===== src/rtl/multu_hilo_if.sv =====
// Operand, function-code and readback bus between the ALU control block and multu_hilo.
interface multu_hilo_if #(
   parameter int WIDTH = 32
);
   logic [5:0]       Signal;
   logic [WIDTH-1:0] dataA;
   logic [WIDTH-1:0] dataB;
   logic [WIDTH-1:0] dataOut;
   logic             busy;

   modport master (output Signal, output dataA, output dataB, input dataOut, input busy);
   modport slave  (input Signal, input dataA, input dataB, output dataOut, output busy);
endinterface


===== src/rtl/multu_hilo.sv =====
// Sequential shift-add unsigned multiplier with HI/LO result registers.
// Optional MULTU_AUTO_COMMIT_EN: commit HI/LO at the last iteration instead of waiting for HILO_WR.
module multu_hilo #(
   parameter int WIDTH = 32
) (
   input logic         clk,
   input logic         rst_n,
   multu_hilo_if.slave bus
);
   localparam logic [5:0] SIG_MULTU   = 6'b011001;
   localparam logic [5:0] SIG_MFHI    = 6'b010000;
   localparam logic [5:0] SIG_MFLO    = 6'b010010;
   localparam logic [5:0] SIG_HILO_WR = 6'b111111;
   localparam logic [5:0] CNT_LAST    = 6'(WIDTH - 1);
   localparam int         PW          = 2 * WIDTH + 1;

   typedef enum logic [1:0] {
      S_IDLE = 2'b00,
      S_RUN  = 2'b01,
      S_DONE = 2'b10
   } state_e;

   state_e           state_q, state_d;
   logic [5:0]       sig_q, sig_d;
   logic [5:0]       cnt_q, cnt_d;
   logic [WIDTH-1:0] mcand_q, mcand_d;
   logic [WIDTH-1:0] hi_q, hi_d;
   logic [WIDTH-1:0] lo_q, lo_d;
   logic [PW-1:0]    prod_q, prod_d;
   logic [PW-1:0]    step_s;
   logic [WIDTH:0]   upper_s;
   logic             start_s;
   logic             last_s;

   // One shift-add iteration; prod_q's top bit is always clear, so the sum cannot overflow W+1 bits.
   always_comb begin
      if (prod_q[0]) begin
         upper_s = prod_q[2*WIDTH:WIDTH] + {1'b0, mcand_q};
      end else begin
         upper_s = prod_q[2*WIDTH:WIDTH];
      end
      step_s  = {1'b0, upper_s, prod_q[WIDTH-1:1]};
      start_s = (bus.Signal == SIG_MULTU) && (sig_q != SIG_MULTU);
      last_s  = (cnt_q == CNT_LAST);
   end

   // Next-state and register update logic.
   always_comb begin
      state_d = state_q;
      sig_d   = bus.Signal;
      cnt_d   = cnt_q;
      mcand_d = mcand_q;
      prod_d  = prod_q;
      hi_d    = hi_q;
      lo_d    = lo_q;
      case (state_q)
         S_IDLE: begin
            if (start_s) begin
               mcand_d = bus.dataA;
               prod_d  = {{(WIDTH+1){1'b0}}, bus.dataB};
               cnt_d   = 6'd0;
               state_d = S_RUN;
            end else begin
               state_d = S_IDLE;
            end
         end
         S_RUN: begin
            prod_d = step_s;
            cnt_d  = cnt_q + 6'd1;
            if (last_s) begin
`ifdef MULTU_AUTO_COMMIT_EN
               hi_d    = step_s[2*WIDTH-1:WIDTH];
               lo_d    = step_s[WIDTH-1:0];
               state_d = S_IDLE;
`else
               state_d = S_DONE;
`endif
            end else begin
               state_d = S_RUN;
            end
         end
         S_DONE: begin
`ifdef MULTU_AUTO_COMMIT_EN
            state_d = S_IDLE;
`else
            // A fresh MULTU edge here is deliberately ignored until the product is committed.
            if (bus.Signal == SIG_HILO_WR) begin
               hi_d    = prod_q[2*WIDTH-1:WIDTH];
               lo_d    = prod_q[WIDTH-1:0];
               state_d = S_IDLE;
            end else begin
               state_d = S_DONE;
            end
`endif
         end
         default: begin
            state_d = S_IDLE;
         end
      endcase
   end

   // State and datapath registers; reset aborts any operation in flight.
   always_ff @(posedge clk or negedge rst_n) begin
      if (!rst_n) begin
         state_q <= S_IDLE;
         sig_q   <= 6'b000000;
         cnt_q   <= 6'd0;
         mcand_q <= {WIDTH{1'b0}};
         prod_q  <= {PW{1'b0}};
         hi_q    <= {WIDTH{1'b0}};
         lo_q    <= {WIDTH{1'b0}};
      end else begin
         state_q <= state_d;
         sig_q   <= sig_d;
         cnt_q   <= cnt_d;
         mcand_q <= mcand_d;
         prod_q  <= prod_d;
         hi_q    <= hi_d;
         lo_q    <= lo_d;
      end
   end

   // Readback mux from the committed HI/LO registers.
   always_comb begin
      case (bus.Signal)
         SIG_MFHI: bus.dataOut = hi_q;
         SIG_MFLO: bus.dataOut = lo_q;
         default:  bus.dataOut = {WIDTH{1'b0}};
      endcase
   end

   assign bus.busy = (state_q != S_IDLE);

endmodule


===== src/flat_wrapper.sv =====
// flat-port wrapper written by rule: the top's interface ports become plain ports
module multu_hilo_flat 
#(
   parameter int WIDTH = 32
)
  (clk, rst_n, bus_Signal, bus_dataA, bus_dataB, bus_dataOut, bus_busy);
  multu_hilo_if #(.WIDTH(WIDTH)) bus_i ();
  input logic clk;
  input logic rst_n;
  input wire logic [$bits(bus_i.Signal)-1:0] bus_Signal;
  input wire logic [$bits(bus_i.dataA)-1:0] bus_dataA;
  input wire logic [$bits(bus_i.dataB)-1:0] bus_dataB;
  output wire logic [$bits(bus_i.dataOut)-1:0] bus_dataOut;
  output wire logic [$bits(bus_i.busy)-1:0] bus_busy;
  assign bus_i.Signal = bus_Signal;
  assign bus_i.dataA = bus_dataA;
  assign bus_i.dataB = bus_dataB;
  assign bus_dataOut = bus_i.dataOut;
  assign bus_busy = bus_i.busy;
  multu_hilo #(.WIDTH(WIDTH)) u_core (.clk(clk), .rst_n(rst_n), .bus(bus_i));
endmodule

===== config.mk =====
export PLATFORM = sky130hd
export DESIGN_NAME = multu_hilo_flat
export DESIGN_NICKNAME = d
export VERILOG_FILES = /design/src/rtl/multu_hilo_if.sv /design/src/rtl/multu_hilo.sv /design/src/flat_wrapper.sv
export SDC_FILE = /design/constraint.sdc
export NUM_CORES = 1
export LEC_CHECK = 0
export CAP_MARGIN = 20
export CORE_MARGIN = 1.5
export CORE_UTILIZATION = 45
export CTS_CLUSTER_SIZE = 24
export DETAILED_ROUTE_END_ITERATION = 6
export HOLD_SLACK_MARGIN = 0.03
export PLACE_DENSITY = 0.66
export SYNTH_ARGS = -nofsm -noshare
export SYNTH_HDL_FRONTEND = slang
export SYNTH_SLANG_ARGS = --single-unit

===== constraint.sdc =====
create_clock -name clk -period 7.2 [get_ports clk]
set_input_delay 1.44 -clock clk [delete_from_list [all_inputs] [get_ports clk]]
set_output_delay 1.44 -clock clk [all_outputs]
set_load 0.02 [all_outputs]

==> run_results.csv <==
group,metric,value,unit
run_status,status,"finished, final reports clean",
logic_synthesis,postSynthAreaPerCell,10.66,sq um
flow_run,cap_violations,0,
logic_synthesis,synth_compound_area_share,17.73,%
place,pre_cts_ws,1.253,ns
detailed_routing,first_iter_violations,407,
critical_path,critPathLaunchType,"input port",
global_routing,grt.total_usage,22.27,%
final_layout,seq_area,4354,sq um
logic_synthesis,yosys_most_used_dff,"dfrtp_1",
detailed_routing,via_count,6765,
worst_hold_path,holdPathStages,1,
critical_path,r2r-start,"u_core.state_q[0]$_DFF_PN0_",
logic_synthesis,yosysUniqueCellTypes,62,
timing,tns,0,ns
critical_path,cp.depth,6,
cts,cts-root-buf,"clkbuf_16",
timing,finalHoldViolations,0,
critical_path,worstReg2RegEnd,"u_core.cnt_q[4]$_DFFE_PN0P_",
floorplan,start_util,46.15,%
floorplan,ios,105,
timing,finalSetupViolations,0,
critical_path,reg2reg_slack,4.28,ns
final_layout,area_growth,20.58,%
place,dp_hpwl,14740,microns
logic_synthesis,syn_inst,845,
detailed_routing,dr.pass1.iters,5,
detailed_routing,wl_per_cell,18.27,microns
logic_synthesis,syn_area,9011,sq um
timing,max_freq,168.0,MHz
power,pwr-share-clk,25.1,%
critical_path,endpoint_kind,"output pin",
critical_path,critical_path_class,"input port to output pin",
cts,numClockSinks,174,
logic_synthesis,synth_edf_count,0,
critical_path,worst_path_largest_cell_delay,0.81,ns
power,power,0.003705,W
cts,postCtsSetupBuffers,0,
place,place.gp.congestion,0.8628,
global_routing,overflow,0,
logic_synthesis,async_flop_share,100.0,%
logic_synthesis,synth-simple-area-share,10.69,%
cts,htree_levels,4,
global_routing,grt_antenna_before_repair,1,
cts,cts_resized,0,
logic_synthesis,yosysWarnings,0,
floorplan,fp.dieW,144.5,microns
final_layout,multi_input_area,4424,sq um
logic_synthesis,synth_xor_area_share,2.041,%
timing,relSlewSlack,29.35,%
timing,period_share,82.66,%
final_layout,fin_nets,1035,
timing,worst_pin_slew,1.060,ns
global_routing,grt_max_degree,102,
cts,cts_buffers,17,
cts,clk_latency,0.43,ns
floorplan,rows,51,
critical_path,critPathTopFamily,"buffers and inverters",
final_layout,diodes,0,
power,powerDensity,341.0,nW/um^2
critical_path,r2r_cells,8,
power,ir_worst_vdd,171.6,uV
critical_path,crit_top_cell,"clkdlybuf4s50_1",
place,io_buffers,104,
cts,hold_buffers,0,
floorplan,die_height,144.5,microns
critical_path,arrival,4.51,ns
timing,skew,0.01492,ns
detailed_routing,via_per_inst,5.605,
cts,cts_buffer_depth,2,
final_layout,final_util,55.65,%
logic_synthesis,ys_seq_area_share,48.32,%
global_routing,grt_pass1_wl,35890,microns
power,swShare,38.26,%
timing,rsz0062_at_grt,"false",
timing,hold_ws,0.4955,ns
power,seqPwrFrac,38.1,%
cts,cts_tree,"built",
critical_path,critPathCapture,"bus_dataOut[3]",
critical_path,startpoint,"bus_Signal[2]",
timing,slew_violations,0,
critical_path,cp_slowest_cell,"nor3_2",
logic_synthesis,yosys.area_share.adder,4.804,%
power,p_int,0.002288,W
critical_path,path_cells,"clkdlybuf4s50_1 -> or4b_1 -> nor3_2 -> buf_4 -> a22o_1 -> clkdlybuf4s50_1",
logic_synthesis,synth_top_family_by_area,"compound AO/OA/AOI/OAI gates",
final_layout,fillers,1756,
timing,layout_min_cycle_time,5.951,ns
critical_path,path_buf_inv,3,
final_layout,drive_above_1_share,16.24,%
power,p_sw,0.001417,W
worst_hold_path,hold_class,"register to register",
timing,setup_ws,1.249,ns
floorplan,die-area,20880,sq um
power,power_frac_comb,36.8,%
logic_synthesis,synth_mux_area_share,13.66,%
floorplan,core_area,19530,sq um
critical_path,critPathRequiredTime,5.76,ns
logic_synthesis,syn-num-nets,951,
detailed_routing,drc,0,
global_routing,grt_pass1_vias,6844,
detailed_routing,wl,22050,microns
power,leakagePower,4.941,nW
logic_synthesis,synth_seq_cells,174,
critical_path,cp_max_fo,19,
cts,clk_pin_slew_worst_paths,0.07,ns
detailed_routing,ant_nets,0,
-- cell usage after synthesis, types with 12 or more instances --
library cell / instances / share of area [%]
a21o_1: 20 / 1.7
a21oi_1: 54 / 3.0
a22o_1: 32 / 3.1
buf_2: 24 / 1.3
clkbuf_1: 21 / 0.87
dfrtp_1: 174 / 48
ha_1: 33 / 4.6
mux2_2: 91 / 11
mux2i_1: 15 / 1.7
nand2_1: 49 / 2.0
nand3_1: 18 / 1.0
nor2_1: 85 / 3.5
nor3_1: 12 / 0.67
o21ai_0: 43 / 2.4
o22ai_1: 31 / 2.2
-- per-layer routing --
layer	vias up	wire length [microns]	track usage, %	part of all wire [%]
li1	3272	-	-	-
met1	3335	9981	29.05	45
met2	137	11080	38.73	50
met3	19	808	4.040	3.7
met4	2	167	4.625	0.76
met5	-	12	0	0.054
-- layout by cell type, fill, tap and decap left out, drive strengths merged, types with 10 or more instances in the layout --
cell type and count:
dfrtp 174, clkdlybuf4s50 103, mux2 96, nor2 85
a21oi 55, o21ai 51, nand2 50, ha 33
a22o 32, o22ai 31, a21o 21, clkbuf 19
nand3 18, mux2i 15, inv 15, nor3 13
xnor2 11, xor2 10, buf 10
-- cell families (layout without fill, tap and decap cells) --
family / after synthesis / count (layout)
AO/OA/AOI/OAI: 241 / 241
XOR/XNOR: 21 / 21
adder cells (fa/ha/maj): 34 / 34
buffers and inverters: 58 / 155
flip-flops: 174 / 174
multiplexers: 111 / 111
AND/OR/NAND/NOR: 206 / 206
-- stage by stage --
stage	instances	instance area [sq um]
floorplan	845	9011
global placement	1174	10250
detailed placement	1174	10250
CTS	1206	10840
global route	1207	10870
finish	1207	10870
-- area by class of cell --
cell class | count | area share (%)
Inverter | 10 | 0.3455
Sequential cell | 174 | 40.07
Timing Repair Buffer | 113 | 10.40
Clock inverter | 13 | 1.428
Tap cell | 265 | 3.052
Clock buffer | 19 | 3.984
Multi-Input combinational cell | 613 | 40.72
-- power groups by stage --
stage / clock, W / combinational [W] / sequential [W]
6_report: 0.000930 / 0.00136 / 0.00141
5_1_grt: 0.000991 / 0.00155 / 0.00144
4_1_cts: 0.000954 / 0.00135 / 0.00141
3_5_place_dp: 0 / 0.00134 / 0.00143
3_3_place_gp: 0 / 0.00131 / 0.00142
2_1_floorplan: 0 / 0.00104 / 0.00134
-- registers in the layout, summed over array words and instances, names as in the netlist --
| register | cells |
|---|---|
| u_core.lo_q | 32 |
| u_core.hi_q | 32 |
| u_core.state_q | 2 |
| u_core.mcand_q | 32 |
| u_core.sig_q | 6 |
| u_core.cnt_q | 6 |
| u_core.prod_q | 64 |
-- worst min path at each step --
stage | endpoint | from | slack (ns)
after floorplan | u_core.cnt_q[5]$_DFFE_PN0P_ | u_core.cnt_q[5]$_DFFE_PN0P_ | 0.46
after global placement | u_core.lo_q[11]$_DFFE_PN0P_ | u_core.lo_q[11]$_DFFE_PN0P_ | 0.48
after detailed placement | u_core.lo_q[13]$_DFFE_PN0P_ | u_core.lo_q[13]$_DFFE_PN0P_ | 0.48
after CTS | u_core.lo_q[11]$_DFFE_PN0P_ | u_core.lo_q[11]$_DFFE_PN0P_ | 0.50
after global routing | u_core.lo_q[26]$_DFFE_PN0P_ | u_core.lo_q[26]$_DFFE_PN0P_ | 0.52
final | u_core.lo_q[11]$_DFFE_PN0P_ | u_core.lo_q[11]$_DFFE_PN0P_ | 0.50
No activity file was read; power rests on OpenSTA's default activity.
